## config.mk

```make
export PLATFORM = sky130hd
export DESIGN_NAME = sbox_share_scheduler
export DESIGN_NICKNAME = d
export VERILOG_FILES = /design/src/rtl/sbox_sched_pkg.sv /design/src/rtl/sbox_share_scheduler_rr_arbiter.sv /design/src/rtl/sbox_share_scheduler.sv
export SDC_FILE = /design/constraint.sdc
export NUM_CORES = 1
export LEC_CHECK = 0
export BUFFER_PORTS_ARGS = -buffer_cell sky130_fd_sc_hd__buf_4
export CORE_MARGIN = 2
export CORE_UTILIZATION = 44
export DETAILED_ROUTE_END_ITERATION = 8
export GPL_TIMING_DRIVEN = 0
export PLACE_DENSITY_LB_ADDON = 0.3
export SLEW_MARGIN = 5
export SYNTH_ARGS = -nofsm -noshare
export SYNTH_HDL_FRONTEND = slang
export SYNTH_SLANG_ARGS = --single-unit
```

## constraint.sdc

```tcl
create_clock -name clk -period 1.91 [get_ports clk]
set_input_delay 0.0955 -clock clk [delete_from_list [all_inputs] [get_ports clk]]
set_output_delay 0.0955 -clock clk [all_outputs]
set_load 0.03 [all_outputs]
```

## src/rtl/sbox_sched_pkg.sv

```systemverilog
// Shared types and default parameters for the masked S-box share scheduler.
// Optional build macro: SBOX_SYNCH_CHECK_EN (see sbox_share_scheduler).
package sbox_sched_pkg;

    typedef enum logic [1:0] {
        IDLE,
        LOAD,
        RUN,
        DONE
    } state_t;

    localparam int DEF_NUM_REQ = 4;
    localparam int DEF_SHARES  = 5;
    localparam int DEF_DATA_W  = 4;
    localparam int DEF_RAND_W  = 40;
    localparam int DEF_LATENCY = 4;

    // Wide enough to reach 2*LATENCY-1, the timeout threshold.
    function automatic int cnt_width(input int latency);
        return (2 * latency > 2) ? $clog2(2 * latency) : 1;
    endfunction

endpackage

```

## src/rtl/sbox_share_scheduler_rr_arbiter.sv

```systemverilog
// Combinational round-robin pick: first requester at or after ptr, with wrap.
// Returns a one-hot winner and a flag that some requester is valid.
module rr_arbiter
    import sbox_sched_pkg::*;
#(
    parameter int NUM_REQ = DEF_NUM_REQ
) (
    input  logic [NUM_REQ-1:0]         req,
    input  logic [$clog2(NUM_REQ)-1:0] ptr,
    output logic [NUM_REQ-1:0]         gnt,
    output logic                       valid
);

    logic [NUM_REQ-1:0] hi;
    logic [NUM_REQ-1:0] src;

    always_comb begin
        hi = '0;
        for (int i = 0; i < NUM_REQ; i++) begin
            hi[i] = req[i] && (i >= int'(ptr));
        end
        // Fall back to the full vector when nothing sits at or above ptr.
        src   = (|hi) ? hi : req;
        gnt   = src & (~src + NUM_REQ'(1));
        valid = |req;
    end

endmodule

```

## src/rtl/sbox_share_scheduler.sv

```systemverilog
// Time-shares one masked S-box between NUM_REQ requesters, round-robin.
// Define SBOX_SYNCH_CHECK_EN to complete on sbox_synch with a timeout.
module sbox_share_scheduler
    import sbox_sched_pkg::*;
#(
    parameter int NUM_REQ = DEF_NUM_REQ,
    parameter int SHARES  = DEF_SHARES,
    parameter int DATA_W  = DEF_DATA_W,
    parameter int RAND_W  = DEF_RAND_W,
    parameter int LATENCY = DEF_LATENCY
) (
    input  logic                                 clk,
    input  logic                                 rst,
    input  logic [NUM_REQ-1:0]                   req_valid,
    output logic [NUM_REQ-1:0]                   req_ready,
    input  logic [NUM_REQ*SHARES*DATA_W-1:0]     req_data,
    input  logic                                 rnd_valid,
    output logic                                 rnd_ready,
    input  logic [RAND_W-1:0]                    rnd_data,
    output logic                                 sbox_rst,
    output logic [SHARES*DATA_W-1:0]             sbox_x,
    output logic [RAND_W-1:0]                    sbox_fresh,
    input  logic [SHARES*DATA_W-1:0]             sbox_y,
    input  logic                                 sbox_synch,
    output logic                                 rsp_valid,
    input  logic                                 rsp_ready,
    output logic [$clog2(NUM_REQ)-1:0]           rsp_id,
    output logic [SHARES*DATA_W-1:0]             rsp_data,
    output logic                                 rsp_err
);

    localparam int IW = $clog2(NUM_REQ);
    localparam int SW = SHARES * DATA_W;
    localparam int CW = cnt_width(LATENCY);
    localparam logic [CW-1:0] CNT_DONE = CW'(LATENCY - 1);
`ifdef SBOX_SYNCH_CHECK_EN
    localparam logic [CW-1:0] CNT_TMO = CW'(2 * LATENCY - 1);
`else
    logic unused_synch;
    assign unused_synch = sbox_synch;
`endif

    state_t state, state_n;
    logic [CW-1:0] cnt;
    logic [IW-1:0] rr_ptr, cur_id, win_idx, ptr_next;
    logic [NUM_REQ-1:0] win_oh;
    logic [SW-1:0] sel_data;
    logic arb_valid, grant, fin, tmo;

    rr_arbiter #(.NUM_REQ(NUM_REQ)) u_arb (
        .req   (req_valid),
        .ptr   (rr_ptr),
        .gnt   (win_oh),
        .valid (arb_valid)
    );

    always_comb begin
        win_idx  = '0;
        sel_data = '0;
        for (int i = 0; i < NUM_REQ; i++) begin
            if (win_oh[i]) begin
                win_idx  = IW'(i);
                sel_data = req_data[i*SW +: SW];
            end
        end
    end

    assign ptr_next = (win_idx == IW'(NUM_REQ - 1)) ? '0 : win_idx + IW'(1);

    always_ff @(posedge clk or negedge rst) begin
        if (!rst) state <= IDLE;
        else      state <= state_n;
    end

    always_comb begin
        state_n = state;
        grant   = 1'b0;
        fin     = 1'b0;
        tmo     = 1'b0;
        unique case (state)
            IDLE: begin
                // Requester and PRNG handshakes only ever fire together.
                if (rst && arb_valid && rnd_valid) begin
                    grant   = 1'b1;
                    state_n = LOAD;
                end
            end
            LOAD: state_n = RUN;
            RUN: begin
`ifdef SBOX_SYNCH_CHECK_EN
                fin = sbox_synch;
                tmo = !sbox_synch && (cnt == CNT_TMO);
`else
                fin = (cnt == CNT_DONE);
`endif
                if (fin || tmo) state_n = DONE;
            end
            DONE: if (rsp_ready) state_n = IDLE;
            default: state_n = IDLE;
        endcase
    end

    assign req_ready = win_oh & {NUM_REQ{grant}};
    assign rnd_ready = grant;

    always_ff @(posedge clk or negedge rst) begin
        if (!rst) begin
            rr_ptr     <= '0;
            cur_id     <= '0;
            cnt        <= '0;
            sbox_rst   <= 1'b0;
            sbox_x     <= '0;
            sbox_fresh <= '0;
            rsp_valid  <= 1'b0;
            rsp_id     <= '0;
            rsp_data   <= '0;
            rsp_err    <= 1'b0;
        end else begin
            sbox_rst <= grant;
            if (grant) begin
                sbox_x     <= sel_data;
                sbox_fresh <= rnd_data;
                cur_id     <= win_idx;
                rr_ptr     <= ptr_next;
            end
            if (state == LOAD)     cnt <= '0;
            else if (state == RUN) cnt <= cnt + CW'(1);
            if (fin) begin
                rsp_valid <= 1'b1;
                rsp_id    <= cur_id;
                rsp_data  <= sbox_y;
            end
            if (tmo) begin
                rsp_valid <= 1'b1;
                rsp_id    <= cur_id;
                rsp_data  <= '0;
                rsp_err   <= 1'b1;
            end
            // Wipe operand and randomness shares once the result is taken.
            if (state == DONE && rsp_ready) begin
                rsp_valid  <= 1'b0;
                rsp_err    <= 1'b0;
                sbox_x     <= '0;
                sbox_fresh <= '0;
            end
        end
    end

endmodule
```

==> impl_metrics.json <==
{
  "status": "complete, but fails checks",
  "violations": "hold timing, setup timing",
  "drv_slew": 0,
  "fin_crit_sh_pct": 100,
  "fin_hold_ws_ns": -0.204,
  "htree_num_levels": 3,
  "fill_cells": 541,
  "worst_slew_pin_slew_ns": 0.852,
  "synth_edf_count": 0,
  "async_reset_ff_share_pct": 100,
  "die_h_um": 102,
  "avgSynthCellArea_um2": 10.9,
  "cp_top_family": "compound AO/OA/AOI/OAI gates",
  "rows": 35,
  "die_w_um": 102,
  "coreArea_um2": 9330,
  "leakage_nw": 3.64,
  "synth.top_cell.area_share_pct": 54.6,
  "netlist_top_cells_area": "dfrtp_1, a22o_1, mux2_2, a2111oi_0, o21ai_0",
  "fin_ws_ns": -0.00439,
  "ios": 239,
  "wire_per_inst_um": 17.8,
  "stdcell_count": 849,
  "finalInstanceArea_um2": 7450,
  "cts_tree": "done",
  "startpoint_type": "flip-flop",
  "multi_input_area_um2": 1970,
  "synth_fp_nets": 545,
  "ys_seq_elements": 93,
  "antenna_found_initial": 0,
  "cp_slowest_cell": "a2111oi_0",
  "placedInstanceArea_um2": 6190,
  "grt_start_max_net_pins": 96,
  "drcViolationCount": 0,
  "drtPass1Iterations": 5,
  "vias_per_cell": 5.27,
  "area_delta_synth_final_pct": 74.8,
  "netlist_top_cells_count": "dfrtp_1, nand2_1, a22o_1",
  "cts_hold_buf": 61,
  "clk-insertion-delay-late_ns": 0.37,
  "drive_gt1_share_pct": 48.8,
  "min_path_type": "in2async",
  "detail-route-antenna-nets": 0,
  "min_period_ns": 1.91,
  "seq_area_frac_synth_pct": 54.6,
  "n_antenna_cell": 0,
  "relSlewSlack_pct": 43.2,
  "clkTransAtPathRegs_ns": 0.09,
  "start_util_pct": 45.7,
  "yosysUniqueCellTypes": 36,
  "rsz0062_at_grt": "yes",
  "cts_buffer_depth": 2,
  "cp_cell_sequence": "nor2b_2 -> nor3_1 -> o31a_1 -> buf_2 -> a2111oi_0 -> o21ai_1",
  "drtIter0Drc": 154,
  "cts_buffers": 9,
  "regArea_um2": 2330,
  "syn_inst": 390,
  "dieArea_um2": 10500,
  "synthFlopType": "dfrtp_1",
  "gp_congestion": 0.886,
  "worstPathRequired_ns": 2.16,
  "path_buf_inv": 1,
  "via_count": 4473,
  "hold_viol": 93,
  "cts.sinks": 93,
  "irDropWorstVdd_mv": 0.676,
  "num-nets-final": 870,
  "crit_arrival_ns": 2.16,
  "path_max_fanout": 10,
  "dpl.hpwl_um": 9580,
  "port_buffers": 235,
  "yosysWarnings": 0,
  "max_freq_mhz": 522,
  "yosys.area.top_type": "dfrtp_1",
  "crit_path_max_incr_delay_ns": 0.46,
  "worstSetupPathType": "reg2reg",
  "end_kind": "flip-flop",
  "power_density_nw_per_um2": 1470,
  "root_buffer": "clkbuf_8",
  "drt-total-wl_um": 15100,
  "grtUsageTotal_pct": 27.5,
  "finalSetupViolCount": 1,
  "yosysMostFrequentCell": "dfrtp_1",
  "setup_tns_ns": -0.00439,
  "overflow": 0,
  "dp.cells": 754,
  "grt_pass1_vias": 4393,
  "maxCapViolCount": 0,
  "syn-cell-area_um2": 4260,
  "skew_ns": 0.0146,
  "grt_pass1_wl_um": 21900
}
## final cells by class
class / count / area share, %
inverter: 9 / 0.521
clock buffer: 10 / 1.85
clock inverter: 6 / 0.605
tap: 129 / 2.17
timing repair buffer: 316 / 34.1
sequential: 93 / 31.3
multi-input combinational: 259 / 26.5
buffer: 27 / 3.02
## flip-flops by register name, summed over array words and instances (netlist names)
| name | cells |
|---|---|
| rr_ptr | 2 |
| rsp_data | 20 |
| sbox_x | 20 |
| sbox_fresh | 40 |
| cnt | 3 |
| sbox_rst | 1 |
| rsp_valid | 1 |
| state | 2 |
| cur_id | 2 |
| rsp_id | 2 |
## final timing paths
kind | start | endpoint | slack, ns | cells past startpoint
max | rr_ptr[0]$_DFFE_PN0N_ | sbox_x[13]$_DFFE_PN0P_ | -0.004 | 6
min | rst | rsp_data[3]$_DFFE_PN0P_ | -0.20 | 1
max reg2reg | rr_ptr[0]$_DFFE_PN0N_ | sbox_x[13]$_DFFE_PN0P_ | -0.004 | 6
min reg2reg | cur_id[1]$_DFFE_PN0N_ | cur_id[1]$_DFFE_PN0N_ | 0.49 | 2
max in group asynchronous | rst | rr_ptr[1]$_DFFE_PN0N_ | 1.50 | 1
min in group clk | req_data[52] | sbox_x[12]$_DFFE_PN0P_ | 0.01 | 3
## worst register-to-register path, stage by stage (launching register included)
cell and delay [ns]:
dfrtp_2 0.45, nor2b_2 0.12, nor3_1 0.06, o31a_1 0.37, buf_2 0.24, a2111oi_0 0.47, o21ai_1 0.10
## per-stage QoR
| stage | utilization [%] | setup slack (ns) | power [W] |
|---|---|---|---|
| floorplan | - | 0.174 | 0.00673 |
| global placement | 66.3 | -0.725 | 0.00874 |
| detailed placement | 66.3 | -0.859 | 0.00890 |
| CTS | 77.3 | -0.0294 | 0.0105 |
| global route | 79.9 | -0.0487 | 0.0116 |
| finish | 79.9 | -0.00439 | 0.0110 |
## cell families after synthesis
| logic type | synth area share [%] |
|---|---|
| DFF | 54.6 |
| AOI/OAI and AO/OA | 20.4 |
| and+or+nand+nor | 11.7 |
| adders and majority gates | 1.76 |
| buffers and inverters | 4.84 |
| muxes | 6.58 |
| other | 0.0880 |
## timing repair
item / in CTS / in global routing
gates resized for setup: 48 / 54
pin swaps: 1 / 5
setup endpoints to repair: 85 / 40
buffers inserted: 13 / 7
hold endpoints to repair: 154 / 93
## placed cells by master, fill, tap and decap left out, types with 6 or more instances in the layout
master	instances
dfrtp_1	91
nand2_1	46
mux2_2	24
o21ai_0	30
a2111oi_4	7
nor2_1	28
dlygate4sd3_1	61
inv_1	6
buf_4	253
and2_1	21
clkbuf_8	12
o21ai_1	16
a2111oi_2	7
buf_6	13
a22o_1	40
## power breakdown
group / internal, W / switching, W / total, W
clock network: 0.000516 / 0.000722 / 0.00124
logic: 0.00278 / 0.00354 / 0.00632
registers: 0.00286 / 0.000556 / 0.00341
total: 0.00616 / 0.00482 / 0.0110
## routing by layer
layer | track usage, % | wire length [µm]
met1 | 32.6 | 5660
met2 | 48.0 | 7730
met3 | 7.18 | 1240
met4 | 10.9 | 486
met5 | 0 | 0
Power figures use the tool's default switching activity.
